File: config.mk
export PLATFORM = sky130hd
export DESIGN_NAME = descale_unit
export DESIGN_NICKNAME = d
export VERILOG_FILES = /design/src/rtl/fft_pkg.sv /design/src/rtl/descale_shift_sat.sv /design/src/rtl/descale_unit.sv
export SDC_FILE = /design/constraint.sdc
export NUM_CORES = 1
export LEC_CHECK = 0
export CORE_ASPECT_RATIO = 0.9
export CORE_UTILIZATION = 52
export CTS_BUF_LIST = sky130_fd_sc_hd__clkbuf_4
export DETAILED_ROUTE_END_ITERATION = 8
export HOLD_SLACK_MARGIN = 0.12
export PLACE_DENSITY_LB_ADDON = 0.15
export SLEW_MARGIN = 20
export SYNTH_ARGS = -nofsm -noshare
export SYNTH_HDL_FRONTEND = slang
export SYNTH_HIERARCHICAL = 1
export SYNTH_SLANG_ARGS = --single-unit
File: constraint.sdc
create_clock -name clk_i -period 3.55 [get_ports clk_i]
set_input_delay 1.065 -clock clk_i [delete_from_list [all_inputs] [get_ports clk_i]]
set_output_delay 1.065 -clock clk_i [all_outputs]
set_load 0.02 [all_outputs]
File: src/rtl/fft_pkg.sv
// Shared FFT-path definitions: Q1.15 limits, descale FSM states and the
// 32-bit to Q1.15 saturation helper.
package fft_pkg;

  localparam int                DATA_W  = 16;
  localparam logic [DATA_W-1:0] Q15_MAX = 16'h7FFF;
  localparam logic [DATA_W-1:0] Q15_MIN = 16'h8000;

  typedef enum logic {IDLE, RUN} descale_state_e;

  // Returns {overflow, saturated value}.
  function automatic logic [DATA_W:0] sat_q15(input logic signed [31:0] v);
    if (v > 32'sd32767)       return {1'b1, Q15_MAX};
    else if (v < -32'sd32768) return {1'b1, Q15_MIN};
    else                      return {1'b0, v[DATA_W-1:0]};
  endfunction

endpackage

File: src/rtl/descale_shift_sat.sv
// One sample component: S1 sign-extends and shifts left, S2 saturates or
// wraps into Q1.15 and registers the result.
module descale_shift_sat
  import fft_pkg::*;
(
  input  logic              i_clk,
  input  logic              i_rst,
  input  logic              i_s1_ld,
  input  logic              i_s2_ld,
  input  logic              i_sat_en,
  input  logic [3:0]        i_shift,
  input  logic [DATA_W-1:0] i_data,
  output logic [DATA_W-1:0] o_data,
  output logic              o_ovf_s1,
  output logic              o_ovf
);

  logic signed [31:0] r_s1_val;
  logic [DATA_W-1:0]  r_data;
  logic               r_ovf;
  logic signed [31:0] w_ext;
  logic [DATA_W:0]    w_sat;

  assign w_ext    = {{(32-DATA_W){i_data[DATA_W-1]}}, i_data};
  assign w_sat    = sat_q15(r_s1_val);
  assign o_ovf_s1 = w_sat[DATA_W];
  assign o_data   = r_data;
  assign o_ovf    = r_ovf;

  always_ff @(posedge i_clk) begin
    if (i_rst) begin
      r_s1_val <= '0;
      r_data   <= '0;
      r_ovf    <= 1'b0;
    end else begin
      if (i_s1_ld) r_s1_val <= w_ext <<< i_shift;
      if (i_s2_ld) begin
        // Wrap mode keeps the low bits of the shifted value.
        r_data <= (i_sat_en || !w_sat[DATA_W]) ? w_sat[DATA_W-1:0] : r_s1_val[DATA_W-1:0];
        r_ovf  <= w_sat[DATA_W];
      end
    end
  end

endmodule

File: src/rtl/descale_unit.sv
// Undoes the FFT block-exponent rescale: per-frame shift latch, 2-stage
// shift/saturate pipeline with global stall, frame tracking and statistics.
module descale_unit #(
  parameter int DATA_W     = 16,
  parameter int FFT_LENGTH = 1024,
  parameter int MAX_SHIFT  = 15,
  parameter int CNT_W      = 13
) (
  input  logic              clk_i,
  input  logic              reset_i,
  input  logic              descale_en_i,
  input  logic              saturation_en_i,
  input  logic [7:0]        scale_factor_i,
  input  logic [DATA_W-1:0] data_real_i,
  input  logic [DATA_W-1:0] data_imag_i,
  input  logic              data_valid_i,
  input  logic              data_last_i,
  output logic              data_ready_o,
  output logic [DATA_W-1:0] data_real_o,
  output logic [DATA_W-1:0] data_imag_o,
  output logic              data_valid_o,
  output logic              data_last_o,
  input  logic              data_ready_i,
  output logic              frame_active_o,
  output logic [3:0]        applied_shift_o,
  output logic [CNT_W-1:0]  sat_count_o,
  output logic              overflow_o,
  output logic              frame_error_o
);

  fft_pkg::descale_state_e r_state;
  logic [CNT_W-1:0] r_cnt, r_run_sat, r_sat_cnt, w_cnt, w_run_next;
  logic [3:0]       r_shift, w_shift;
  logic             r_s1_valid, r_s1_last, r_s2_valid, r_s2_last, r_ovf, r_ferr;
  logic             w_adv, w_in_xfer, w_out_xfer, w_start, w_is_last;
  logic             w_ovf_s1_re, w_ovf_s1_im, w_ovf_re, w_ovf_im;

  assign data_ready_o = !reset_i && (!r_s2_valid || data_ready_i);
  assign w_adv        = data_ready_o;
  assign w_in_xfer    = data_valid_i && data_ready_o;
  assign w_out_xfer   = r_s2_valid && data_ready_i;
  assign w_start      = w_in_xfer && (r_state == fft_pkg::IDLE);
  assign w_cnt        = (r_state == fft_pkg::IDLE) ? '0 : r_cnt;
  assign w_is_last    = (w_cnt == CNT_W'(FFT_LENGTH - 1));
  assign w_run_next   = ((w_ovf_re || w_ovf_im) && r_run_sat != '1) ? r_run_sat + CNT_W'(1) : r_run_sat;

  // The shift is resolved at input time and baked into the S1 value, so a
  // new frame's latch never touches samples of the previous frame.
  always_comb begin
    w_shift = r_shift;
    if (r_state == fft_pkg::IDLE) begin
      if (!descale_en_i)                          w_shift = '0;
      else if (scale_factor_i > 8'(MAX_SHIFT))    w_shift = 4'(MAX_SHIFT);
      else                                        w_shift = scale_factor_i[3:0];
    end
  end

  descale_shift_sat u_re (
    .i_clk(clk_i), .i_rst(reset_i), .i_s1_ld(w_in_xfer), .i_s2_ld(w_adv && r_s1_valid),
    .i_sat_en(saturation_en_i), .i_shift(w_shift), .i_data(data_real_i),
    .o_data(data_real_o), .o_ovf_s1(w_ovf_s1_re), .o_ovf(w_ovf_re)
  );

  descale_shift_sat u_im (
    .i_clk(clk_i), .i_rst(reset_i), .i_s1_ld(w_in_xfer), .i_s2_ld(w_adv && r_s1_valid),
    .i_sat_en(saturation_en_i), .i_shift(w_shift), .i_data(data_imag_i),
    .o_data(data_imag_o), .o_ovf_s1(w_ovf_s1_im), .o_ovf(w_ovf_im)
  );

  always_ff @(posedge clk_i) begin
    if (reset_i) begin
      r_state    <= fft_pkg::IDLE;
      r_cnt      <= '0;
      r_shift    <= '0;
      r_s1_valid <= 1'b0;
      r_s1_last  <= 1'b0;
      r_s2_valid <= 1'b0;
      r_s2_last  <= 1'b0;
      r_ovf      <= 1'b0;
      r_ferr     <= 1'b0;
      r_run_sat  <= '0;
      r_sat_cnt  <= '0;
    end else begin
      r_ferr <= w_in_xfer && (data_last_i != w_is_last);
      if (w_in_xfer) begin
        if (w_start) r_shift <= w_shift;
        if (w_is_last) begin
          r_state <= fft_pkg::IDLE;
          r_cnt   <= '0;
        end else begin
          r_state <= fft_pkg::RUN;
          r_cnt   <= w_cnt + CNT_W'(1);
        end
      end
      if (w_adv) begin
        r_s1_valid <= data_valid_i;
        r_s1_last  <= data_valid_i && w_is_last;
        r_s2_valid <= r_s1_valid;
        r_s2_last  <= r_s1_last;
      end
      // Anything entering S2 on a frame-start edge is the previous frame's tail.
      if (w_start)
        r_ovf <= 1'b0;
      else if (w_adv && r_s1_valid && (w_ovf_s1_re || w_ovf_s1_im))
        r_ovf <= 1'b1;
      // Counted on leaving S2, so the running total always belongs to the
      // frame whose samples are draining.
      if (w_out_xfer) begin
        if (r_s2_last) begin
          r_sat_cnt <= w_run_next;
          r_run_sat <= '0;
        end else begin
          r_run_sat <= w_run_next;
        end
      end
    end
  end

  assign data_valid_o    = r_s2_valid;
  assign data_last_o     = r_s2_last;
  assign frame_active_o  = (r_state == fft_pkg::RUN);
  assign applied_shift_o = r_shift;
  assign sat_count_o     = r_sat_cnt;
  assign overflow_o      = r_ovf;
  assign frame_error_o   = r_ferr;

endmodule

==> implementation parameters, run 1 <==
Parameter                              Value

Outcome
  Run status    finished clean

Clock tree
  CTS tree    done
  Clock Latency Late Sink    0.56 ns
  Clock H-tree levels    4
  Post-cts sizing count    0
  TritonCTS Sinks    146
  Cts bufs inserted    17
  Buffers inserted during post-CTS setup optimization    0
  Maximum clock path buffer count    2
  CTS clk-pin slew, worst paths    ~0.11 ns
  CTS Hold Bufs    0
  Root cell of the clock tree    sky130_fd_sc_hd__clkbuf_4

Global routing
  Vias in the first global route    slightly below 7000
  Number of antenna violations at the first check in global routing    1
  Global-route usage over all layers    about a quarter
  Wire length of the first global-routing pass    about 34 mm
  Largest net degree at the start of global routing    139
  Remaining Overflow, GRT    0

Synth
  Post-Synthesis Mean Instance Area    approximately 8.6 um^2
  Number of flops mapped to enable cells by yosys    0
  Area share of the largest cell type after synthesis    between 30% and 40%
  Most used standard cell by instance count after synthesis    sky130_fd_sc_hd__dfxtp_1
  Mapped Cells    between 900 and 1000
  #FFs+latches synth    ~150
  Netlist area before placement    just over 8000 um^2
  Share of synthesized area occupied by flip-flops and latches    between 30% and 40%
  Most used flip-flop cell after synthesis    sky130_fd_sc_hd__dfxtp_1
  Number of synthesis warnings    6
  Net count of the mapped netlist    1000
  Async set-or-reset flop fraction in the synthesized netlist    0%
  Library cells used by synthesis    66
  Ranking of synthesized cells by area    sky130_fd_sc_hd__dfxtp_1, sky130_fd_sc_hd__nand2_1, sky130_fd_sc_hd__nor2_1
  Ranking of synthesized cells by instance count    sky130_fd_sc_hd__dfxtp_1, sky130_fd_sc_hd__nand2_1, sky130_fd_sc_hd__nor2_1
  Top cell type by total area after synthesis    sky130_fd_sc_hd__dfxtp_1

Pwr
  Leakage component of the power    about 3.5 nW
  Sw Share    between 30% and 40%
  Int Pwr    between 2 and 3 mW
  Total Power    between 3 and 4 mW
  Logic pwr share    between 20% and 30%
  Clock power frac    about 28%
  Net switching power    1.13 mW
  Sequential share of power    between 40% and 50%
  Power per Cell Area    377 nW/um^2
  Peak ir drop on the vdd network    240 uV

Timing
  Maximum operating frequency    0.291 GHz
  Final setup violation count    0
  RSZ-0062 raised after global routing    false
  Final hold viol count    0
  Sum Neg Setup Slack    0 ns
  WHS    0.464 ns
  Final critical delay including setup and external delays    approximately 3.4 ns
  Relative slew margins    roughly 45%
  Final cycle utilization of the critical path    97.0%
  Clock skew after layout    0.0170 ns
  Worst-margin pin slew    slightly above 0.8 ns
  Final Max Tran Viols    0
  Final Worst Setup Slack    approximately 0.11 ns

Cells and area
  Final core utilization    approximately 65%
  Share of cells above drive strength 1    about 15%
  Net count of the finished layout    between 1000 and 1500
  Count of fill cells added during filler insertion    ~1400
  Layout Area Growth over Synthesis    22.0%

Setup path
  Worst Path Required    2.48 ns
  Length in cells of the worst reg-to-reg path    8
  End of the worst register-to-register path    r_cnt[0]
  Most repeated library cell on the critical path    sky130_fd_sc_hd__clkdlybuf4s50_1
  R2R Path Start    frame_active_o
  Critical Path Fanout Max    4
  Worst EP arrival    ~2.4 ns
  Path type of the worst setup path    primary input to output port
  Cell with the largest stage delay on the worst path    sky130_fd_sc_hd__clkdlybuf4s50_1
  Kind of start point of the critical path    primary input
  Delay contributed by the slowest stage of the critical path    between 0.6 and 0.7 ns
  Cells traversed along the worst timing path    clkdlybuf4s50_1, nor2b_1, nor2_1, clkdlybuf4s50_1
  Sort of element at the end of the critical path    output port
  Register-to-register setup slack    slightly above 0.9 ns

Placed design
  Worst slack, placed    -0.417 ns
  Post-DP HPWL    roughly 15 mm
  Final Wtd Congestion    around 0.88
  Count of buffers from port buffering    just over 100

Route
  Vias    7609
  DRC marker count from the first detailed-route iteration    666
  Total Routed Length    ~21 mm
  Routed wirelength normalized by instance count    16.2 um
  Via/cell ratio    5.89
  Post-route ant nets    0
  Drt first pass iters    6
  Final routed DRC violation total    0

Min path
  Critical hold path startpoint    sat_count_o[2]
  Hold path endpoint    sat_count_o[2]
  Cells on Worst Hold Path    2
  Worst hold-check path type    register to register

Run
  Number of max-capacitance violations reported    0

Die
  Y dimension of the die    ~120 um
  Starting Density    between 50% and 60%
  Die width    around 130 um
  Core area    roughly 15000 um^2
  Floorplan die area    ~16000 um^2
  Site Rows    between 40 and 50
  Top Ports    slightly above 100
==> metal layers <==
metal | vias to the layer above | wire length [um] | global-route usage (%)
met3 | 24 | 1290 | 5.14
met4 | 0 | 227 | 6.60
li1 | 3764 | - | -
met2 | 247 | 9080 | 38.9
met1 | 3574 | 10300 | 38.9
met5 | - | 0 | 0
==> sequential cells by signal (all words and copies together) (netlist names), 4 cells and up <==
name / count
r_run_sat: 13
u_im/o_data: 16
applied_shift_o: 4
sat_count_o: 13
u_re/o_data: 16
u_re/r_s1_val: 31
u_im/r_s1_val: 31
r_cnt: 13
==> power groups by stage <==
stage	Clock (mW)	Combinational, mW	Sequential, mW
5_1_grt	1.14	1.01	1.80
4_1_cts	1.07	0.922	1.78
3_5_place_dp	0	0.917	1.82
2_1_floorplan	0	0.563	1.83
6_report	1.05	0.934	1.79
3_3_place_gp	0	0.909	1.82
==> stage by stage <==
| step | area [um^2] | instances |
|---|---|---|
| 2_1_floorplan | 8200 | 951 |
| 3_3_place_gp | 9730 | 1259 |
| 3_5_place_dp | 9730 | 1259 |
| 4_1_cts | 10000 | 1290 |
| 5_1_grt | 10000 | 1291 |
| 6_report | 10000 | 1291 |
==> how the worst max path moves through the flow <==
stage | slack [ns] | cells after the start | start | end
after floorplan | 0.13 | 9 | scale_factor_i[7] | u_im/r_s1_val[14]
after global placement | -0.34 | 10 | scale_factor_i[7] | u_re/r_s1_val[14]
after detailed placement | -0.42 | 10 | scale_factor_i[7] | u_re/r_s1_val[11]
after CTS | 0.09 | 4 | data_ready_i | data_ready_o
after global routing | 0.01 | 11 | scale_factor_i[7] | u_re/r_s1_val[17]
final | 0.11 | 4 | data_ready_i | data_ready_o
==> worst max-delay path: cells and delay by family <==
family        cells  cell delay [ns]
simple gates      2             0.19
buf+inv           2             1.13
==> layout make-up <==
| cell class | count | area (um^2) | area share (%) |
|---|---|---|---|
| flip-flops and latches | 146 | 2920 | 29.2 |
| inverters | 18 | 67.6 | 0.676 |
| diodes | 1 | 2.50 | 0.0250 |
| multi-input cells | 720 | 4900 | 48.9 |
| clock inverters | 14 | 146 | 1.46 |
| well taps | 202 | 253 | 2.53 |
| clock buffers | 17 | 128 | 1.28 |
| repair buffers | 173 | 1590 | 15.9 |
==> cells in the final DEF (no fill, tap or decap), drive strengths merged, types with 6 or more instances in the layout <==
cell type      netlist  routed
clkinv               4      14
nand2              120     120
a31oi               18      18
a22oi               11      11
inv                 14      13
o21ai               46      46
nor2b               16      16
mux4                26      26
mux2                28      28
nand3b               8       8
o2bb2ai              6       6
nand2b              19      19
nand3               28      28
o32ai               12      12
nand4               17      17
a21oi               39      39
nor4                 8       8
nor2               115     115
buf                 22      73
a211oi              35      35
clkbuf              45      17
dfxtp              146     146
o221ai              10      10
and2                15      15
mux2i               32      32
nor3                33      33
xnor2                6       6
clkdlybuf4s50        0     100
==> logic make-up (layout without fill, tap and decap cells) <==
family	Yosys count	count (layout)	synth area share, %
muxes	86	86	15.5
and+or+nand+nor	412	412	24.3
AOI/OAI and AO/OA	209	209	17.9
DFF	146	146	35.6
buffers and inverters	85	222	5.11
adders and majority gates	2	2	0.305
other	0	1	0
xor gates and xnor gates	11	11	1.17
Power figures use the tool's default switching activity.
==> inputs of run 2 (changes only) <==
CORE_ASPECT_RATIO = unset   (was 0.9)
==> run 2 against run 1 <==
  * Clock skew is 0.0045 ns lower
  * Total power is 0.14% higher
  * Worst hold slack worse by 0.0091 ns
  * Sequential power hardly changed
  * Global-route usage is 0.29 points higher
  * Flip-flop and latch count stayed put
  * Design area is 0.37% higher
  * Setup slack worse by 0.014 ns
  * Count of clock-buffer cells in the layout stayed put
  * Critical endpoint unchanged
  * Highest routed layer unchanged
==> implementation parameters, run 2 (synthesized netlist as in run 1, its figures left out) <==
Parameter                              Value

Die
  Top Ports    just over 100
  Site Rows    45
  Starting Density    53.5%
  Y dimension of the die    about 130 um
  Die width    approximately 130 um
  Floorplan die area    16300 um^2
  Core area    around 15000 um^2

Route
  Vias    7661
  Via/cell ratio    5.88
  Drt first pass iters    6
  Total Routed Length    approximately 21 mm
  Post-route ant nets    0
  DRC marker count from the first detailed-route iteration    between 700 and 800
  Final routed DRC violation total    0
  Routed wirelength normalized by instance count    ~16 um

Cells and area
  Finished layout cell area    roughly 10000 um^2
  Share of cells above drive strength 1    15.5%
  Largest registers in the final layout    u_im/r_s1_val (31), u_re/r_s1_val (31)
  Commonest non-fill, non-tap cells in the layout    sky130_fd_sc_hd__dfxtp_1, sky130_fd_sc_hd__nand2_1, sky130_fd_sc_hd__nor2_1
  Layout Area Growth over Synthesis    22.4%
  Count of fill cells added during filler insertion    1314
  Leading cell type in the layout, fill and taps excluded    sky130_fd_sc_hd__dfxtp_1
  FF+latch area    2920 um^2
  Area taken by multi-input logic gates    slightly below 5000 um^2
  Net count of the finished layout    1128
  Filler-free cell count of the finished design    1304

Timing
  WHS    ~0.45 ns
  Final critical delay including setup and external delays    about 3.5 ns
  Final cycle utilization of the critical path    a little over nine tenths
  Final hold viol count    0
  Relative slew margins    36.3%
  RSZ-0062 raised after global routing    false
  Clock skew after layout    approximately 0.013 ns
  Maximum operating frequency    roughly 0.29 GHz
  Final Max Tran Viols    0
  Worst-margin pin slew    roughly 0.95 ns
  Final setup violation count    0

Pwr
  Leakage component of the power    between 3 and 4 nW
  Total Power    ~3.8 mW
  Power per Cell Area    approximately 380 nW/um^2
  Peak ir drop on the vdd network    approximately 190 uV

Clock tree
  Clock Latency Late Sink    roughly 0.59 ns
  CTS tree    done
  Root cell of the clock tree    sky130_fd_sc_hd__clkbuf_4
  CTS Hold Bufs    0
  Clock H-tree levels    4
  Cts bufs inserted    17
  CTS clk-pin slew, worst paths    0.14 ns
  TritonCTS Sinks    around 150
  Maximum clock path buffer count    2

Setup path
  Sort of element at the end of the critical path    output port
  Cells traversed along the worst timing path    clkdlybuf4s50_1, nor2b_1, nor2_1, clkdlybuf4s50_1
  Worst Path Required    2.48 ns
  Gate family responsible for the most delay along the worst path    buffers and inverters
  Path type of the worst setup path    primary input to output port
  Critical Path Fanout Max    4
  Cell with the largest stage delay on the worst path    sky130_fd_sc_hd__clkdlybuf4s50_1
  Kind of start point of the critical path    primary input
  Most repeated library cell on the critical path    sky130_fd_sc_hd__clkdlybuf4s50_1
  Worst EP arrival    2.39 ns
  Delay contributed by the slowest stage of the critical path    slightly above 0.6 ns
  Buffers and inverters on the worst path    2

Global routing
  Remaining Overflow, GRT    0
  Wire length of the first global-routing pass    roughly 35 mm
  Global-route usage over all layers    26.6%
  Number of antenna violations at the first check in global routing    1
  Vias in the first global route    between 6000 and 7000
  Largest net degree at the start of global routing    139

Placed design
  Final Wtd Congestion    a little under 0.9
  DP Area    9760 um^2
  Number of placed instances with taps included    around 1300
  Count of buffers from port buffering    slightly above 100
  Post-DP HPWL    15.3 mm

Min path
  Worst hold-check path type    register to register

Run
  Number of max-capacitance violations reported    0

Outcome
  Run status    finished clean
[run 2: changes by cell type in the layout (fill, tap and decap cells not counted), moves of 2 or more]
cell and delta:
sky130_fd_sc_hd__clkinv_2 -5, sky130_fd_sc_hd__buf_4 +3, sky130_fd_sc_hd__inv_6 +7, sky130_fd_sc_hd__clkinv_1 -3, sky130_fd_sc_hd__bufinv_16 -2, sky130_fd_sc_hd__clkinv_4 +3
[run 2: layout make-up]
class / count / area share [%]
repair buffers: 176 / 16.0
flip-flops and latches: 146 / 29.1
clock inverters: 15 / 1.48
well taps: 211 / 2.63
inverters: 18 / 0.673
clock buffers: 17 / 1.27
diodes: 1 / 0.0249
multi-input cells: 720 / 48.8
[run 2: through the flow]
step | setup TNS (ns) | setup slack, ns | util (%)
global placement | -14.98 | -0.389 | 63.7
global route | 0 | 0.000416 | 65.6
floorplan | 0 | 0.132 | -
CTS | 0 | 0.0923 | 65.5
finish | 0 | 0.0937 | 65.6
detailed placement | -17.17 | -0.429 | 63.7
[run 2: tightest hold or removal path, cell delays in order (launching register included)]
cell                      delay (ns)
sky130_fd_sc_hd__dfxtp_1        0.33
sky130_fd_sc_hd__nand2_1        0.05
sky130_fd_sc_hd__a21oi_1        0.05
[run 2: path summary, 6_finish.rpt]
| kind | from | to | slack, ns | depth (start not counted) |
|---|---|---|---|---|
| max | data_ready_i | data_ready_o | 0.09 | 4 |
| min | r_s1_last | data_last_o | 0.45 | 2 |
| max reg2reg | frame_active_o | u_re/r_s1_val[10] | 0.68 | 8 |
| min reg2reg | r_s1_last | data_last_o | 0.45 | 2 |
[run 2: what timing repair did]
action                                  4_1_cts  5_1_grt
resized for setup                             0        1
endpoints found under the setup margin        0        1
setup buffers                                 0        0
[run 2: where the power goes]
| part | switching [mW] | internal (mW) | total [mW] |
|---|---|---|---|
| registers | 0.0681 | 1.72 | 1.79 |
| logic | 0.482 | 0.446 | 0.929 |
| clock network | 0.685 | 0.368 | 1.05 |
| total | 1.24 | 2.54 | 3.77 |
[run 2: metal layers]
layer	track usage, %	part of all wire (%)
met2	40.2	45
met5	0	0
met3	5.19	5.9
met4	7.47	1.1
met1	38.5	48
==> inputs of run 3 (changes only) <==
CAP_MARGIN = 20   (was unset)
==> results of run 3 <==
The final DEF is identical to that of run 2; final timing and power are the same.
